**src/rtl/tick_sequencer_if.sv**
```systemverilog
// Handshake and serial-output bundle shared by the tick sequencer and its driver.
interface tick_sequencer_if #(
    parameter int unsigned DIV_W = 28,
    parameter int unsigned PAT_W = 16
);
    logic             start;
    logic             abort;
    logic [PAT_W-1:0] pattern;
    logic [4:0]       len;
    logic [DIV_W-1:0] div_max;
    logic             bit_out;
    logic             bit_valid;
    logic             busy;
    logic             done;
    logic             err;
    logic             slow_clk;

    // Driver side: issues requests, observes the serial stream.
    modport master (
        output start, abort, pattern, len, div_max,
        input  bit_out, bit_valid, busy, done, err, slow_clk
    );

    // Sequencer side.
    modport slave (
        input  start, abort, pattern, len, div_max,
        output bit_out, bit_valid, busy, done, err, slow_clk
    );
endinterface

```
**src/rtl/tick_sequencer.sv**
```systemverilog
// Tick-paced serial pattern player: emits up to PAT_W latched bits, MSB first,
// one bit per (div_max+1) cycles, with abort, reject-on-bad-length and a
// visual slow clock that toggles once per emitted tick.
module tick_sequencer #(
    parameter int unsigned DIV_W = 28,
    parameter int unsigned PAT_W = 16
) (
    input  logic            clk,
    input  logic            rst,
    tick_sequencer_if.slave bus
);
    localparam int unsigned IDX_W = 5;

    typedef enum logic {
        IDLE = 1'b0,
        RUN  = 1'b1
    } state_t;

    state_t           state_q, state_d;
    logic [DIV_W-1:0] cnt_q, cnt_d;
    logic [DIV_W-1:0] div_q, div_d;
    logic [IDX_W-1:0] idx_q, idx_d;
    logic [IDX_W-1:0] len_q, len_d;
    logic [PAT_W-1:0] pat_q, pat_d;
    logic             bit_out_q, bit_out_d;
    logic             bit_valid_q, bit_valid_d;
    logic             busy_q, busy_d;
    logic             done_q, done_d;
    logic             err_q, err_d;
    logic             slow_q, slow_d;

    logic             tick;
    logic             len_ok;
    logic             last_bit;

    // Next-state and output decode; the pattern is kept as a left-shift register
    // so the bit to emit is always its MSB.
    always_comb begin
        state_d     = state_q;
        cnt_d       = cnt_q;
        div_d       = div_q;
        idx_d       = idx_q;
        len_d       = len_q;
        pat_d       = pat_q;
        bit_out_d   = bit_out_q;
        bit_valid_d = 1'b0;
        done_d      = 1'b0;
        err_d       = 1'b0;
        slow_d      = slow_q;

        tick     = (cnt_q == div_q);
        len_ok   = (bus.len != 5'd0) && (32'(bus.len) <= PAT_W);
        last_bit = (idx_q == (len_q - IDX_W'(1)));

        case (state_q)
            IDLE: begin
                slow_d = 1'b0;
                if (bus.start) begin
                    if (len_ok) begin
                        pat_d   = bus.pattern;
                        len_d   = bus.len;
                        div_d   = bus.div_max;
                        cnt_d   = '0;
                        idx_d   = '0;
                        state_d = RUN;
                    end else begin
                        err_d = 1'b1;
                    end
                end
            end
            RUN: begin
                if (bus.abort) begin
                    // Abort beats a coinciding tick: no bit, no done.
                    state_d = IDLE;
                    cnt_d   = '0;
                    idx_d   = '0;
                    slow_d  = 1'b0;
                end else if (tick) begin
                    cnt_d       = '0;
                    bit_out_d   = pat_q[PAT_W-1];
                    pat_d       = pat_q << 1;
                    bit_valid_d = 1'b1;
                    idx_d       = idx_q + IDX_W'(1);
                    if (last_bit) begin
                        state_d = IDLE;
                        done_d  = 1'b1;
                        idx_d   = '0;
                        slow_d  = 1'b0;
                    end else begin
                        slow_d = ~slow_q;
                    end
                end else begin
                    cnt_d = cnt_q + DIV_W'(1);
                end
            end
            default: state_d = IDLE;
        endcase

        busy_d = (state_d == RUN);
    end

    // State and output registers with synchronous reset taking priority.
    always_ff @(posedge clk) begin
        if (rst) begin
            state_q     <= IDLE;
            cnt_q       <= '0;
            div_q       <= '0;
            idx_q       <= '0;
            len_q       <= '0;
            pat_q       <= '0;
            bit_out_q   <= 1'b0;
            bit_valid_q <= 1'b0;
            busy_q      <= 1'b0;
            done_q      <= 1'b0;
            err_q       <= 1'b0;
            slow_q      <= 1'b0;
        end else begin
            state_q     <= state_d;
            cnt_q       <= cnt_d;
            div_q       <= div_d;
            idx_q       <= idx_d;
            len_q       <= len_d;
            pat_q       <= pat_d;
            bit_out_q   <= bit_out_d;
            bit_valid_q <= bit_valid_d;
            busy_q      <= busy_d;
            done_q      <= done_d;
            err_q       <= err_d;
            slow_q      <= slow_d;
        end
    end

    // Drive the bundle straight from the registers.
    assign bus.bit_out   = bit_out_q;
    assign bus.bit_valid = bit_valid_q;
    assign bus.busy      = busy_q;
    assign bus.done      = done_q;
    assign bus.err       = err_q;
    assign bus.slow_clk  = slow_q;
endmodule

```
**src/flat_wrapper.sv**
```systemverilog
// flat-port wrapper written by rule: the top's interface ports become plain ports
module tick_sequencer_flat 
#(
    parameter int unsigned DIV_W = 28,
    parameter int unsigned PAT_W = 16
)
  (clk, rst, bus_start, bus_abort, bus_pattern, bus_len, bus_div_max, bus_bit_out, bus_bit_valid, bus_busy, bus_done, bus_err, bus_slow_clk);
  tick_sequencer_if #(.DIV_W(DIV_W), .PAT_W(PAT_W)) bus_i ();
  input  logic clk;
  input  logic rst;
  input wire logic [$bits(bus_i.start)-1:0] bus_start;
  input wire logic [$bits(bus_i.abort)-1:0] bus_abort;
  input wire logic [$bits(bus_i.pattern)-1:0] bus_pattern;
  input wire logic [$bits(bus_i.len)-1:0] bus_len;
  input wire logic [$bits(bus_i.div_max)-1:0] bus_div_max;
  output wire logic [$bits(bus_i.bit_out)-1:0] bus_bit_out;
  output wire logic [$bits(bus_i.bit_valid)-1:0] bus_bit_valid;
  output wire logic [$bits(bus_i.busy)-1:0] bus_busy;
  output wire logic [$bits(bus_i.done)-1:0] bus_done;
  output wire logic [$bits(bus_i.err)-1:0] bus_err;
  output wire logic [$bits(bus_i.slow_clk)-1:0] bus_slow_clk;
  assign bus_i.start = bus_start;
  assign bus_i.abort = bus_abort;
  assign bus_i.pattern = bus_pattern;
  assign bus_i.len = bus_len;
  assign bus_i.div_max = bus_div_max;
  assign bus_bit_out = bus_i.bit_out;
  assign bus_bit_valid = bus_i.bit_valid;
  assign bus_busy = bus_i.busy;
  assign bus_done = bus_i.done;
  assign bus_err = bus_i.err;
  assign bus_slow_clk = bus_i.slow_clk;
  tick_sequencer #(.DIV_W(DIV_W), .PAT_W(PAT_W)) u_core (.clk(clk), .rst(rst), .bus(bus_i));
endmodule
```
**config.mk**
```make
export PLATFORM = sky130hd
export DESIGN_NAME = tick_sequencer_flat
export DESIGN_NICKNAME = d
export VERILOG_FILES = /design/src/rtl/tick_sequencer_if.sv /design/src/rtl/tick_sequencer.sv /design/src/flat_wrapper.sv
export SDC_FILE = /design/constraint.sdc
export NUM_CORES = 1
export LEC_CHECK = 0
export CAP_MARGIN = 40
export CELL_PAD_IN_SITES_DETAIL_PLACEMENT = 1
export CELL_PAD_IN_SITES_GLOBAL_PLACEMENT = 1
export CORE_ASPECT_RATIO = 0.8
export CORE_MARGIN = 2
export CORE_UTILIZATION = 45
export CTS_CLUSTER_DIAMETER = 150
export DETAILED_ROUTE_END_ITERATION = 7
export DONT_BUFFER_PORTS = 1
export PLACE_DENSITY_LB_ADDON = 0.1
export SLEW_MARGIN = 0
export SYNTH_ARGS = -nofsm -noshare
export SYNTH_HDL_FRONTEND = slang
export SYNTH_SLANG_ARGS = --single-unit
```
**constraint.sdc**
```tcl
create_clock -name clk -period 6 [get_ports clk]
set_input_delay 0.3 -clock clk [delete_from_list [all_inputs] [get_ports clk]]
set_output_delay 0.3 -clock clk [all_outputs]
set_load 0.02 [all_outputs]
```
==> flow_metrics.py <==
metrics = {
    "status": {
        "status": "finished clean",
    },
    "worst_setup_path": {
        "path_class": "reg2reg",
        "cp_cell_sequence": "xnor2_1 > nand4_1 > nor4_4 > a21oi_1 > o21bai_4 > o21ai_0",
        "start_kind": "flip-flop",
        "setup.worst_path.end_class": "flip-flop",
        "cp.arrival_ns": 2.80,
        "critPathTopFamily": "compound AO/OA/AOI/OAI gates",
        "required_ns": 6.19,
        "slowest_delay_ns": 0.69,
        "critPathMaxFanout": 28,
        "cp_num_buf_inv": 0,
        "crit_path_top_delay_cell": "o21bai_4",
    },
    "die": {
        "io_pins": 59,
        "die_h_um": 89.89,
        "core_area_um2": 8999,
        "row_count": 31,
        "initial_core_util_pct": 46.11,
        "fp.dieW_um": 111.4,
        "die_area_um2": 10010,
    },
    "timing": {
        "rsz0062_at_grt": "no",
        "setup_viol": 0,
        "tightestPinTransition_ns": 0.8191,
        "fin_crit_ns": 2.606,
        "timing.final.crit_share_pct": 43.44,
        "skew_ns": 0.01114,
        "slew_headroom_pct": 45.39,
        "whs_ns": 0.02644,
        "finalMaxSlewViolations": 0,
        "setup_tns_ns": 0,
        "hold_viol_final": 0,
        "fmax_ghz": 0.3837,
    },
    "yosys": {
        "synth_area_um2": 4149,
        "synth_seq_area_share_pct": 42.46,
        "yosys.area.top_type_share_pct": 42.46,
        "synth.most_common_cell": "dfxtp_1",
        "synth_top_flop_cell": "dfxtp_1",
        "synth_edf_count": 0,
        "ys_async_sr_fraction_pct": 0,
        "synthTopCellsByCount": "dfxtp_1 (88), nand2_1 (79), xnor2_1 (46), a21oi_1 (45), nor2_1 (42)",
        "synthCells": 483,
        "synth_area_leaders": "dfxtp_1 (42%), xnor2_1 (9.7%), nand2_1 (7.1%), a21oi_1 (5.4%), mux2i_1 (4.1%)",
        "synth-seq-cells": 88,
        "avgSynthCellArea_um2": 8.590,
        "syn_nets": 539,
        "synth_top_area_cell": "dfxtp_1",
        "yosysWarnings": 0,
        "ys_types": 47,
    },
    "clocking": {
        "clock-sinks": 88,
        "postCtsSetupBuffers": 0,
        "htree_levels": 3,
        "cts-hold-fix-buffers": 0,
        "path_clk_slew_ns": 0.07,
        "cts.repair.resized": 0,
        "clkLatencyLatePin_ns": 0.34,
        "root_buffer": "clkbuf_16",
        "clock_path_buffers": 2,
        "numCtsBuffers": 9,
        "cts_tree": "built",
    },
    "route": {
        "wl_mm": 10.67,
        "vias_per_cell": 5.626,
        "routedWlPerCell_um": 18.11,
        "firstDrtPassIters": 4,
        "antenna_left": 0,
        "first_iter_violations": 188,
        "num_vias": 3314,
        "drcViolationCount": 0,
    },
    "grt": {
        "grt_pass1_wl_mm": 17.84,
        "grt_max_degree": 62,
        "grt_pass1_vias": 3452,
        "antenna_found_initial": 0,
        "grt_usage_pct": 22.51,
        "gr-total-overflow": 0,
    },
    "placed_design": {
        "dpl.hpwl_mm": 7.708,
        "place.gp.congestion": 0.8201,
        "io_buffers": 0,
    },
    "power": {
        "power_per_cell_area_nw_per_um2": 294.9,
        "net-switching-power_w": 0.0003428,
        "combPwrFrac_pct": 9.7,
        "pwr-share-clk_pct": 42.9,
        "p_leak_nw": 1.447,
        "ir_worst_vdd_mv": 0.1963,
        "p_int_w": 0.0009827,
        "swShare_pct": 25.86,
        "seqPwrFrac_pct": 47.4,
        "totalPowerFinal_w": 0.001326,
    },
    "layout": {
        "antenna_cells": 0,
        "drive_gt1_share_pct": 6.329,
        "nets": 525,
        "area_growth_pct": 8.353,
        "final_core_util_pct": 49.96,
    },
    "run": {
        "cap_violations": 0,
    },
    "min_path": {
        "hold_class": "in2reg",
    },
}
layout by cell type, fill, tap and decap left out, types with 4 or more instances in the layout:
master,n
or3_1,4
nor4b_1,4
a21oi_1,45
a211oi_1,15
or4_1,5
clkbuf_16,9
dfxtp_1,88
and3_1,4
nand3_1,17
mux2i_1,17
nand2_1,79
buf_4,4
nor3_1,6
xor2_1,9
inv_1,7
xnor2_1,46
o21ai_0,4
nand4_1,15
nor2_1,42
nor2b_1,4
metal layers:
| metal | wire length, µm | part of all wire, % | global-route usage (%) |
|---|---|---|---|
| met1 | 5406 | 51 | 31.87 |
| met2 | 4629 | 43 | 34.30 |
| met3 | 506 | 4.7 | 5.529 |
| met4 | 126 | 1.2 | 6.276 |
| met5 | 0 | 0 | 0 |
worst paths after layout:
check	from	to	slack [ns]	depth (start not counted)
hold reg to reg	u_core.div_q[6]$_SDFFE_PP0P_	u_core.div_q[6]$_SDFFE_PP0P_	0.47	2
hold / removal	rst	u_core.div_q[25]$_SDFFE_PP0P_	0.03	1
setup / recovery	u_core.cnt_q[1]$_SDFFE_PP0P_	u_core.idx_q[1]$_SDFFE_PP0P_	3.39	6
setup reg to reg	u_core.cnt_q[1]$_SDFFE_PP0P_	u_core.idx_q[1]$_SDFFE_PP0P_	3.39	6
logic make-up after synthesis:
kind of cell / count (synthesis) / share of synthesized area (%)
adder cells (fa/ha/maj): 3 / 0.9048
flip-flops: 88 / 42.46
XOR/XNOR: 55 / 11.61
buffers and inverters: 36 / 3.740
AND/OR/NAND/NOR: 207 / 25.90
multiplexers: 17 / 4.101
AO/OA/AOI/OAI: 77 / 11.28
sequential cells by signal, summed over array words and instances, names as in the netlist:
name                  flops
u_core.bus.bit_out        1
u_core.bus.bit_valid      1
u_core.bus.done           1
u_core.bus.err            1
u_core.bus.slow_clk       1
u_core.cnt_q             28
u_core.div_q             28
u_core.idx_q              5
u_core.len_q              5
u_core.pat_q             16
u_core.state_q            1
power groups by stage:
stage | sequential [W] | combinational [W] | clock [W]
6_report | 0.000628 | 0.000129 | 0.000569
2_1_floorplan | 0.000635 | 0.000108 | 0
3_5_place_dp | 0.000642 | 0.000130 | 0
3_3_place_gp | 0.000641 | 0.000125 | 0
4_1_cts | 0.000628 | 0.000130 | 0.000580
5_1_grt | 0.000631 | 0.000145 | 0.000605
cell type report:
| class | count | area [µm²] |
|---|---|---|
| clock buffers | 9 | 225.2 |
| repair buffers | 4 | 30.03 |
| fillers | 1065 | 4503 |
| multi-input cells | 359 | 2232 |
| inverters | 7 | 26.28 |
| well taps | 115 | 143.9 |
| clock inverters | 7 | 76.32 |
| flip-flops and latches | 88 | 1762 |
worst reg2reg max path, cell delays in order, from the launching register on:
cell	delay, ns
dfxtp_1	0.44
xnor2_1	0.18
nand4_1	0.20
nor4_4	0.46
a21oi_1	0.34
o21bai_4	0.69
o21ai_0	0.14
through the flow:
stage          cells  area (µm²)  setup slack [ns]
4_1_cts          589        4496             3.363
3_3_place_gp     573        4194             3.458
3_5_place_dp     573        4194             3.392
2_1_floorplan    483        4149             4.077
5_1_grt          589        4496             3.103
6_report         589        4496             3.394
Note: power is estimated with default switching activity, not from simulation.
